`config.mk`:
```
export PLATFORM = sky130hd
export DESIGN_NAME = vga_pixel_fifo
export DESIGN_NICKNAME = d
export VERILOG_FILES = /design/src/rtl/vga_pkg.sv /design/src/rtl/sync_fifo.sv /design/src/rtl/vga_pixel_fifo.sv
export SDC_FILE = /design/constraint.sdc
export NUM_CORES = 1
export LEC_CHECK = 0
export BUFFER_PORTS_ARGS = -buffer_cell sky130_fd_sc_hd__clkbuf_2
export CAP_MARGIN = 20
export CORE_ASPECT_RATIO = 0.6
export CORE_MARGIN = 10
export CORE_UTILIZATION = 60
export CTS_BUF_LIST = sky130_fd_sc_hd__clkbuf_8
export DETAILED_ROUTE_END_ITERATION = 16
export HOLD_SLACK_MARGIN = 0.1
export PLACE_DENSITY = 0.86
export SYNTH_ARGS = -nofsm -noshare
export SYNTH_HDL_FRONTEND = slang
export SYNTH_SLANG_ARGS = --single-unit
```
`constraint.sdc`:
```
create_clock -name clk -period 10.3 [get_ports clk]
set_clock_uncertainty 0.1 [all_clocks]
set_input_delay 2.06 -clock clk [delete_from_list [all_inputs] [get_ports clk]]
set_output_delay 2.06 -clock clk [all_outputs]
set_load 0.1 [all_outputs]
```
`src/rtl/vga_pkg.sv`:
```
// Shared constants and control-state encoding for the VGA pixel path.
package vga_pkg;

  localparam int DATA_W   = 24;
  localparam int H_ACTIVE = 640;
  localparam int V_ACTIVE = 480;

  typedef enum logic [1:0] {
    SYNC,
    FILL,
    STREAM
  } state_t;

endpackage

```
`src/rtl/sync_fifo.sv`:
```
// Single-clock FIFO with wrap-bit pointers, synchronous flush and occupancy output.
module sync_fifo #(
  parameter int DATA_W = 24,
  parameter int DEPTH  = 16
) (
  input  logic                     clk,
  input  logic                     rst_n,
  input  logic                     wr_en,
  input  logic [DATA_W-1:0]        wr_data,
  input  logic                     rd_en,
  input  logic                     flush,
  output logic [DATA_W-1:0]        rd_data,
  output logic                     full,
  output logic                     empty,
  output logic [$clog2(DEPTH):0]   level
);

  localparam int AW = $clog2(DEPTH);

  logic [DATA_W-1:0] mem [DEPTH];
  logic [AW:0]       wr_ptr;
  logic [AW:0]       rd_ptr;
  logic              do_wr;
  logic              do_rd;

  // The extra pointer bit separates full from empty when the address bits match.
  assign full    = (wr_ptr[AW] != rd_ptr[AW]) && (wr_ptr[AW-1:0] == rd_ptr[AW-1:0]);
  assign empty   = (wr_ptr == rd_ptr);
  assign level   = wr_ptr - rd_ptr;
  assign rd_data = mem[rd_ptr[AW-1:0]];
  assign do_wr   = wr_en && !full;
  assign do_rd   = rd_en && !empty;

  always_ff @(posedge clk) begin
    if (!rst_n || flush) begin
      wr_ptr <= '0;
      rd_ptr <= '0;
    end else begin
      if (do_wr) wr_ptr <= wr_ptr + 1'b1;
      if (do_rd) rd_ptr <= rd_ptr + 1'b1;
    end
  end

  always_ff @(posedge clk) begin
    if (do_wr) mem[wr_ptr[AW-1:0]] <= wr_data;
  end

endmodule

```
`src/rtl/vga_pixel_fifo.sv`:
```
// Elastic pixel buffer ahead of the VGA stage: locks source frames to the
// display's frame_start and contains underflow or frame-length faults.
module vga_pixel_fifo #(
  parameter int DATA_W   = vga_pkg::DATA_W,
  parameter int DEPTH    = 16,
  parameter int H_ACTIVE = vga_pkg::H_ACTIVE,
  parameter int V_ACTIVE = vga_pkg::V_ACTIVE
) (
  input  logic                     clk,
  input  logic                     rst_n,
  input  logic                     s_valid,
  input  logic [DATA_W-1:0]        s_data,
  input  logic                     s_sof,
  output logic                     s_ready,
  input  logic                     frame_start,
  input  logic                     pix_req,
  output logic [DATA_W-1:0]        pix_data,
  output logic                     underflow,
  output logic [$clog2(DEPTH):0]   fifo_level
);

  import vga_pkg::*;

  localparam int TOTAL = H_ACTIVE * V_ACTIVE;
  localparam int CNT_W = $clog2(TOTAL);

  state_t            state;
  state_t            next_state;
  logic [CNT_W-1:0]  pix_cnt;
  logic              ready;
  logic              wr_en;
  logic              rd_en;
  logic              flush;
  logic              serve;
  logic              full;
  logic              empty;
  logic [DATA_W-1:0] head;

  sync_fifo #(
    .DATA_W (DATA_W),
    .DEPTH  (DEPTH)
  ) u_fifo (
    .clk     (clk),
    .rst_n   (rst_n),
    .wr_en   (wr_en),
    .wr_data (s_data),
    .rd_en   (rd_en),
    .flush   (flush),
    .rd_data (head),
    .full    (full),
    .empty   (empty),
    .level   (fifo_level)
  );

  // Once a frame is in flight, a new SOF beat is held on the bus until the
  // current frame ends so it can never be mixed into the wrong frame.
  always_comb begin
    next_state = state;
    ready      = 1'b0;
    wr_en      = 1'b0;
    rd_en      = 1'b0;
    flush      = 1'b0;
    case (state)
      SYNC: begin
        ready = 1'b1;
        wr_en = s_valid && s_sof;
        if (wr_en) next_state = FILL;
      end
      FILL: begin
        ready = !full && !(s_valid && s_sof);
        wr_en = s_valid && ready;
        if (frame_start) next_state = STREAM;
      end
      STREAM: begin
        ready = !full && !(s_valid && s_sof);
        wr_en = s_valid && ready;
        rd_en = pix_req;
        if (frame_start || (pix_req && pix_cnt == CNT_W'(TOTAL - 1))) begin
          flush      = 1'b1;
          next_state = SYNC;
        end
      end
      default: next_state = SYNC;
    endcase
  end

  assign s_ready = rst_n && ready;
  assign serve   = (state == STREAM) && pix_req;

  always_ff @(posedge clk) begin
    if (!rst_n) begin
      state     <= SYNC;
      pix_cnt   <= '0;
      pix_data  <= '0;
      underflow <= 1'b0;
    end else begin
      state    <= next_state;
      pix_data <= (serve && !empty) ? head : '0;
      if (serve && empty) underflow <= 1'b1;
      if ((state == FILL && frame_start) || flush) pix_cnt <= '0;
      else if (serve)                              pix_cnt <= pix_cnt + 1'b1;
    end
  end

endmodule

```
* Word level (Yosys, flattened, before mapping) *
Memories as Yosys holds them, arrays and structs flattened. A register that Yosys moved wholly into a read port is not among the register bits.
Cells that the tools add are included.

storage, ports and cells
  register bits after elaboration = 32
  bits in writable memories = 384
  word-level logic and storage cells = 56
  memories kept = 1

memories
  name        words  bits a word  read ports  clocked after memory_dff  write ports  line             source
  u_fifo.mem  16     24           1           1                         1            sync_fifo.sv:20  logic [DATA_W-1:0] mem [DEPTH];

cells by class
  $add $sub $neg = 4
  eq/ne operators = 9
  muxes and demuxes = 11
  bitwise gates (word level) = 1
  reduce and logical (&&, ||, !) cells = 25

operators by type and width
  operator                                       count
  adder 19 x 1 -> 19 bit, second input constant  1
  == test 19 bit, second input constant          1
  logical AND 1 bit                              12
  adder 5 x 1 -> 5 bit, second input constant    2
  2-to-1 mux 2 bit                               3
  != test 2 bit, second input constant           3
  case mux 2 bit (3 select lines)                1
  == test 5 bit                                  1
  logical NOT 1 bit                              5
  2-to-1 mux 1 bit                               5
  subtractor 5 bit                               1
  == test 4 bit                                  1
  case mux 1 bit (2 select lines)                2
  OR reduction 2 bit                             2
  logical OR 1 bit                               3
  AND reduction 3 bit                            1
  == test 2 x 1 -> 1 bit, second input constant  1
  == test 2 bit, second input constant           1
  logical NOT 2 bit                              1
  AND reduction 2 bit                            1
  != test 1 bit                                  1
  inverter 1 bit                                 1

* Logic depth before layout (Yosys ltp) *
Gate-level depths: netlist of the first run.

  word-level depth = 9
  mapped depth = 10
  gate-level depth less buffers = 7

* By module *
From an unflattened synthesis of the first run, not the netlist that was laid out.

second synthesis, totals
  cells, all modules = 883
  area total of the unflattened synthesis = 17060.1 µm²

modules (own cells, without submodules)
  module          instances  cells an instance  area an instance (µm²)  seq. area each (µm²)
  sync_fifo       1          696                15218.3                 11811.3
  vga_pixel_fifo  1          187                1841.8                  920.9

* Worst setup path before layout of the first run *
No wires, ideal clock.

  path kind = input to output
  start = in rst_n
  end = out s_ready
  arrival time = 4.536 ns
  required time = 8.140 ns
  slack = 3.604 ns
  stages on the path = 4
  buffers on the path = 2
  path through = buf_4 > inv_1 > clkbuf_1 > nor3_1

on the way
  cells in the longest elaborated chain, start to end = 1

ends and longest elaborated chain
  item               line                  source
  from (decl)        vga_pixel_fifo.sv:10  input logic rst_n,
  logical AND 1 bit  vga_pixel_fifo.sv:87  assign s_ready = rst_n && ready;
  to (decl)          vga_pixel_fifo.sv:14  output logic s_ready,

Every way passes these cells.

* Final worst setup path of the first run *
  start = reg u_fifo.rd_ptr[2]
  end = out s_ready

on the way
  cells in the longest elaborated chain, start to end = 6

ends and longest elaborated chain
  item                             line                                        source
  from (decl)                      sync_fifo.sv:22                             logic [AW:0] rd_ptr;
  from (signal assigned)           sync_fifo.sv:40                             if (do_rd) rd_ptr <= rd_ptr + 1'b1;
  == test 4 bit                    sync_fifo.sv:27                             assign full = (wr_ptr[AW] != rd_ptr[AW]) && (wr_ptr[AW-1:0] == rd_ptr[AW-1:0]);
  logical AND 1 bit                sync_fifo.sv:27
  logical NOT 1 bit                vga_pixel_fifo.sv:70, vga_pixel_fifo.sv:75
  logical AND 1 bit                vga_pixel_fifo.sv:70, vga_pixel_fifo.sv:75
  case mux 1 bit (2 select lines)  vga_pixel_fifo.sv:63                        case (state)
  logical AND 1 bit                vga_pixel_fifo.sv:87

Every way passes these cells.

==> results of run 1 <==
[placed cells by master, fill, tap and decap left out, drive strengths merged, types with 4 or more instances in the layout]
cell type and instances:
a211oi 17, a21o 4, a21oi 6, a221oi 8, buf 17, clkbuf 136
clkinv 6, dfxtp 56, edfxtp 384, ha 15, inv 38, mux2i 5
mux4 96, nand2 23, nand2b 5, nand3 8, nand4 13, nor2 18
nor3 35, o21ai 9, o22ai 48, o31ai 7, or4 7, xnor2 14
xor2 4
[worst paths after layout]
kind / from / end / slack [ns] / cells past startpoint
hold reg to reg: pix_cnt[1]$_SDFFE_PP0P_ / pix_cnt[1]$_SDFFE_PP0P_ / 0.41 / 2
hold / removal: pix_cnt[1]$_SDFFE_PP0P_ / pix_cnt[1]$_SDFFE_PP0P_ / 0.41 / 2
setup reg to reg: u_fifo.rd_ptr[2]$_SDFFE_PP0P_ / u_fifo.mem[13][17]$_DFFE_PP_ / 6.19 / 7
setup / recovery: u_fifo.rd_ptr[2]$_SDFFE_PP0P_ / s_ready / 4.69 / 8
[stage by stage]
step	power [µW]	util, %	hold WS, ns
floorplan	2250	-	0.368
global placement	2330	64.0	0.385
detailed placement	2340	64.0	0.395
CTS	3680	68.5	0.406
global route	3780	68.5	0.433
finish	3660	68.5	0.407
[synth_stat cells, types with 3 or more instances]
cell      count  share of area (%)
nand3_1       8               0.24
nand2_1      22               0.48
mux4_2       96                 13
nand2b_1      5               0.18
inv_1        16               0.35
nor2_1       18               0.40
mux2i_1       5               0.29
clkbuf_1     26               0.57
a211oi_1     16               0.71
edfxtp_1    384                 68
a221oi_1      6               0.31
xor2_1        4               0.21
nor3_1       35                1.0
o22ai_1      48                1.8
o21ai_0       9               0.26
buf_2        13               0.38
or4_1         5               0.22
ha_1         15                1.1
buf_4         5               0.22
xnor2_1      14               0.72
a21oi_1       6               0.18
o31ai_1       7               0.31
nand4_1      11               0.40
dfxtp_1      56                6.6
a21o_1        4               0.18
buf_6         3               0.20
[layer usage]
layer  part of all wire, %  global-route usage (%)  vias to the layer above
li1                      -                       -                     3814
met1                    43                    29.9                     4605
met2                    45                    30.6                      518
met3                    11                    5.46                       57
met4                   1.4                    5.65                        0
met5                     0                       0                        -
[worst max-delay path: stages (launching register included)]
cell and delay, ns:
dfxtp_2 0.31, buf_4 0.64, inv_1 0.22, ha_1 0.44
and4_1 0.43, nand2_1 0.12, a31oi_1 0.19, nor3_1 0.07
clkbuf_2 0.39
[final cells by class]
cell class	instances	area, µm²
inverters	16	60.1
flip-flops and latches	440	12700
repair buffers	77	432
fillers	1677	8730
clock buffers	76	1050
diodes	1	2.50
clock inverters	32	206
multi-input cells	371	4160
well taps	367	459
[state kept, by name (all words and copies together) (netlist names)]
name,flops
pix_data,24
state,2
u_fifo.rd_ptr,5
pix_cnt,19
underflow,1
u_fifo.mem,384
u_fifo.wr_ptr,5
[cell families (layout without fill, tap and decap cells)]
| logic type | after synthesis | in the layout | share of synthesized area [%] |
|---|---|---|---|
| adders and majority gates | 16 | 16 | 1.22 |
| DFF | 440 | 440 | 74.3 |
| muxes | 101 | 101 | 13.0 |
| buffers and inverters | 66 | 201 | 1.91 |
| other | 0 | 1 | 0 |
| and+or+nand+nor | 128 | 128 | 4.19 |
| AOI/OAI and AO/OA | 108 | 108 | 4.52 |
| xor gates and xnor gates | 18 | 18 | 0.925 |
[power groups by stage]
| stage | Sequential [µW] | Combinational, µW | Clock (µW) |
|---|---|---|---|
| floorplan | 2050 | 200 | 0 |
| detailed placement | 2050 | 288 | 0 |
| global placement | 2040 | 281 | 0 |
| finish | 2010 | 292 | 1350 |
| CTS | 2010 | 289 | 1380 |
| global route | 2010 | 309 | 1460 |
==> impl_metrics.json, run 1 <==
{
  "rows": 47,
  "setup_tns_ns": 0,
  "cts_tree": "yes",
  "dieHeight_um": 151,
  "vias": 8994,
  "powerDensity_mw_per_mm2": 192,
  "post-place-ws_ns": 4.97,
  "dp.final_hpwl_um": 20500,
  "syn_inst": 877,
  "critPathCaptureType": "output pin",
  "synth_area_mm2": 0.0170,
  "grt_pass1_vias": 9072,
  "crit_type": "register to output pin",
  "final-setup-viol-count": 0,
  "drv_cap": 0,
  "clock_sink_count": 440,
  "final_max_slew_viol_count": 0,
  "final_cells": 1380,
  "globalplace.congestion": 0.915,
  "drc": 0,
  "intPower_uw": 2810,
  "synthesis.nets": 923,
  "ys.warnings.count": 0,
  "holdBufCountCts": 0,
  "stdcell_area_mm2": 0.0190,
  "worst_slew_pin_slew_ns": 1.06,
  "die-area_mm2": 0.0358,
  "p_comb_share_pct": 8.0,
  "place_area_mm2": 0.0178,
  "initial_core_util_pct": 61.4,
  "cp.arrival_ns": 3.45,
  "cts_resized": 0,
  "postCtsSetupBuffers": 0,
  "cts_root_buf": "clkbuf_8",
  "power_leakage_uw": 0.00601,
  "max_freq_mhz": 178,
  "pwr-share-clk_pct": 37.0,
  "rsz0062_at_grt": "false",
  "grt_max_degree": 55,
  "io_buffers": 60,
  "setup_ws_ns": 4.69,
  "required_ns": 8.14,
  "grtUsageTotal_pct": 20.6,
  "h-tree-depth": 2,
  "timing_hold_violations_final": 0,
  "cts.path.max_buffers": 3,
  "wl_per_cell_um": 26.3,
  "synth-async-reset-ratio_pct": 0,
  "drive_above_1_share_pct": 28.5,
  "worstPathMaxFanout": 52,
  "slew_headroom_pct": 29.3,
  "numCtsBuffers": 57,
  "grt.overflow.total": 0,
  "ant_nets": 0,
  "ys_seq_area_share_pct": 74.3,
  "cts.clk_slew.worst_paths_ns": 0.07,
  "dp.cells": 1270,
  "area_growth_syn_to_layout_pct": 11.7,
  "switching_share_pct": 23.1,
  "synth_edf_count": 384,
  "synth_top_flop_cell": "edfxtp_1",
  "hold_path.class": "register to register",
  "p_switching_uw": 843,
  "io_pins": 61,
  "antenna_found_initial": 1,
  "drt_first_pass_iters": 8,
  "grt_pass1_wl_um": 55400,
  "syn-mean-instance-area_um2": 19.4,
  "ys_ff_latch": 440,
  "fin_crit_ns": 5.61,
  "min_period_over_period_pct": 54.5,
  "fp.dieW_um": 238,
  "start_kind": "register",
  "outcome": "completed",
  "nets": 1009,
  "core_area_mm2": 0.0278,
  "drt_wl_total_um": 36300,
  "ir_drop_uv": 122,
  "insertion_delay_ns": 0.62,
  "vias_per_cell": 6.52,
  "p_seq_share_pct": 55.0,
  "synth_cell_types": 58,
  "drt_iter0_drc": 1039
}
Power figures use the tool's default switching activity.
==> run 2: changes to the inputs <==
--- a/config.mk
+++ b/config.mk
@@ -9,7 +9,7 @@
 export CAP_MARGIN = 20
 export CORE_ASPECT_RATIO = 0.6
 export CORE_MARGIN = 10
-export CORE_UTILIZATION = 60
+export CORE_UTILIZATION = 58
 export CTS_BUF_LIST = sky130_fd_sc_hd__clkbuf_8
 export DETAILED_ROUTE_END_ITERATION = 16
 export HOLD_SLACK_MARGIN = 0.1
==> constraint.sdc (replaced) <==
create_clock -name clk -period 4.88 [get_ports clk]
set_clock_uncertainty 0.1 [all_clocks]
set_input_delay 0.976 -clock clk [delete_from_list [all_inputs] [get_ports clk]]
set_output_delay 0.976 -clock clk [all_outputs]
set_load 0.1 [all_outputs]
==> impl_metrics.json, run 2 (same netlist as run 1, synthesis figures left out) <==
{
  "grt.overflow.total": 0,
  "crit_chain": "buf_4, fa_1, inv_1, a21o_1, a21oi_1, xnor2_1, clkbuf_2",
  "worst-r2r-cell-count": 5,
  "holdPathStages": 2,
  "cts.path.max_buffers": 3,
  "ant_nets": 0,
  "cts_resized": 0,
  "outcome": "completed",
  "hold_path.class": "register to register",
  "cts_tree": "yes",
  "drv_cap": 0,
  "wl_per_cell_um": 25.6,
  "grt_pass1_wl_um": 54300,
  "p_comb_share_pct": 8.3,
  "grtUsageTotal_pct": 19.5,
  "drt_wl_total_um": 35500,
  "switching_share_pct": 24.1,
  "p_switching_uw": 1780,
  "clock_sink_count": 440,
  "dp.final_hpwl_um": 20400,
  "cp.arrival_ns": 2.98,
  "crit_type": "register to output pin",
  "drt_iter0_drc": 1032,
  "cts.clk_slew.worst_paths_ns": 0.07,
  "holdBufCountCts": 0,
  "dieHeight_um": 153,
  "worstPathMaxFanout": 53,
  "holdCritStartpoint": "state[1]$_SDFFE_PN0P_",
  "area_growth_syn_to_layout_pct": 10.5,
  "rows": 48,
  "rsz0062_at_grt": "false",
  "nets": 1009,
  "start_kind": "register",
  "power_leakage_uw": 0.00592,
  "initial_core_util_pct": 59.1,
  "layout_common_cells": "384 x edfxtp_1, 96 x mux4_2, 60 x clkbuf_8, 60 x clkbuf_2, 53 x dfxtp_1",
  "drt_first_pass_iters": 5,
  "critPathCaptureType": "output pin",
  "p_seq_share_pct": 57.7,
  "io_pins": 61,
  "whs_ns": 0.406,
  "setup_tns_ns": 0,
  "numCtsBuffers": 58,
  "slew_headroom_pct": 29.9,
  "timing_hold_violations_final": 0,
  "r2r_end": "u_fifo.mem[8][16]$_DFFE_PP_",
  "r2r-start": "u_fifo.wr_ptr[2]$_SDFFE_PP0P_",
  "antenna_found_initial": 1,
  "grt_max_degree": 54,
  "intPower_uw": 5580,
  "globalplace.congestion": 0.849,
  "required_ns": 3.80,
  "die-area_mm2": 0.0369,
  "grt_pass1_vias": 8905,
  "powerDensity_mw_per_mm2": 391,
  "io_buffers": 60,
  "max_freq_mhz": 246,
  "fp.dieW_um": 241,
  "cts_root_buf": "clkbuf_8",
  "ir_drop_uv": 304,
  "final-setup-viol-count": 0,
  "h-tree-depth": 2,
  "hold_end": "state[1]$_SDFFE_PN0P_",
  "postCtsSetupBuffers": 0,
  "core_area_mm2": 0.0288,
  "cpPeakStageDelay_ns": 0.65,
  "pwr-share-clk_pct": 34.0,
  "insertion_delay_ns": 0.62,
  "cp_slowest_cell": "buf_4",
  "vias": 8915,
  "nFillCells": 1891,
  "drive_above_1_share_pct": 27.1,
  "vias_per_cell": 6.43,
  "worst_slew_pin_slew_ns": 1.05,
  "final_max_slew_viol_count": 0,
  "min_period_over_period_pct": 83.2,
  "largest_reg_flops": 384,
  "layout_commonest_cell": "edfxtp_1",
  "fin_crit_ns": 4.06,
  "ff2ff_setup_slack_ns": 1.38,
  "drc": 0
}
## run 2: cell types whose count changed in the layout (fill, tap and decap cells not counted)
cell,change
clkinv_2,+5
buf_6,-1
buf_4,-2
inv_1,+2
bufinv_16,-2
buf_8,+2
clkbuf_8,-16
clkinv_1,+11
## run 2: area by class of cell
cell class              count  area (µm²)  area share, %
repair buffers             76         435           2.31
clock inverters            48         220           1.17
multi-input cells         371        4160           22.1
diodes                      1        2.50         0.0133
clock buffers              60         826           4.38
inverters                  16        60.1          0.319
well taps                 375         469           2.49
flip-flops and latches    440       12700           67.2
## run 2: how the worst max path moves through the flow
stage                                            end                           from  depth (start not counted)  slack, ns
after global routing                   fifo_level[4]  u_fifo.rd_ptr[1]$_SDFFE_PP0P_                          7       0.66
after global placement                 fifo_level[4]  u_fifo.rd_ptr[1]$_SDFFE_PP0P_                          7       1.51
after floorplan                              s_ready                          rst_n                          4       0.35
final                                  fifo_level[4]  u_fifo.rd_ptr[1]$_SDFFE_PP0P_                          7       0.82
after CTS                              fifo_level[4]  u_fifo.rd_ptr[1]$_SDFFE_PP0P_                          7       0.79
after detailed placement  u_fifo.mem[8][0]$_DFFE_PP_                          s_sof                          5       1.40
## run 2: layer usage
layer | up-vias | GRT usage, % | wire [µm]
li1 | 3819 | - | -
met1 | 4553 | 27.9 | 15000
met2 | 490 | 28.3 | 16300
met3 | 53 | 6.38 | 3720
met4 | 0 | 5.01 | 487
met5 | - | 0 | 0
## run 2: metrics by stage
stage / setup WS (ns) / power, µW / area [µm²] / cells / util [%]
after CTS: 0.793 / 7390 / 18800 / 1384 / 65.2
after detailed placement: 1.40 / 4930 / 17800 / 1276 / 61.6
after global routing: 0.660 / 7630 / 18800 / 1387 / 65.3
final: 0.819 / 7360 / 18800 / 1387 / 65.3
after floorplan: 0.352 / 4750 / 17000 / 877 / -
after global placement: 1.51 / 4910 / 17800 / 1276 / 61.6
## run 2: critical path: cells and delay by family, from the launching register on
| family | cells | cell delay (ns) |
|---|---|---|
| compound gates | 2 | 0.35 |
| xor+xnor | 1 | 0.14 |
| buf+inv | 3 | 1.19 |
| fa+ha+maj | 1 | 0.35 |
| flops | 1 | 0.33 |
## run 2: power by group through the flow
stage	clock (µW)	combinational, µW	sequential, µW
6_report	2500	613	4240
5_1_grt	2730	651	4250
4_1_cts	2540	610	4240
3_5_place_dp	0	606	4320
3_3_place_gp	0	595	4310
2_1_floorplan	0	422	4330
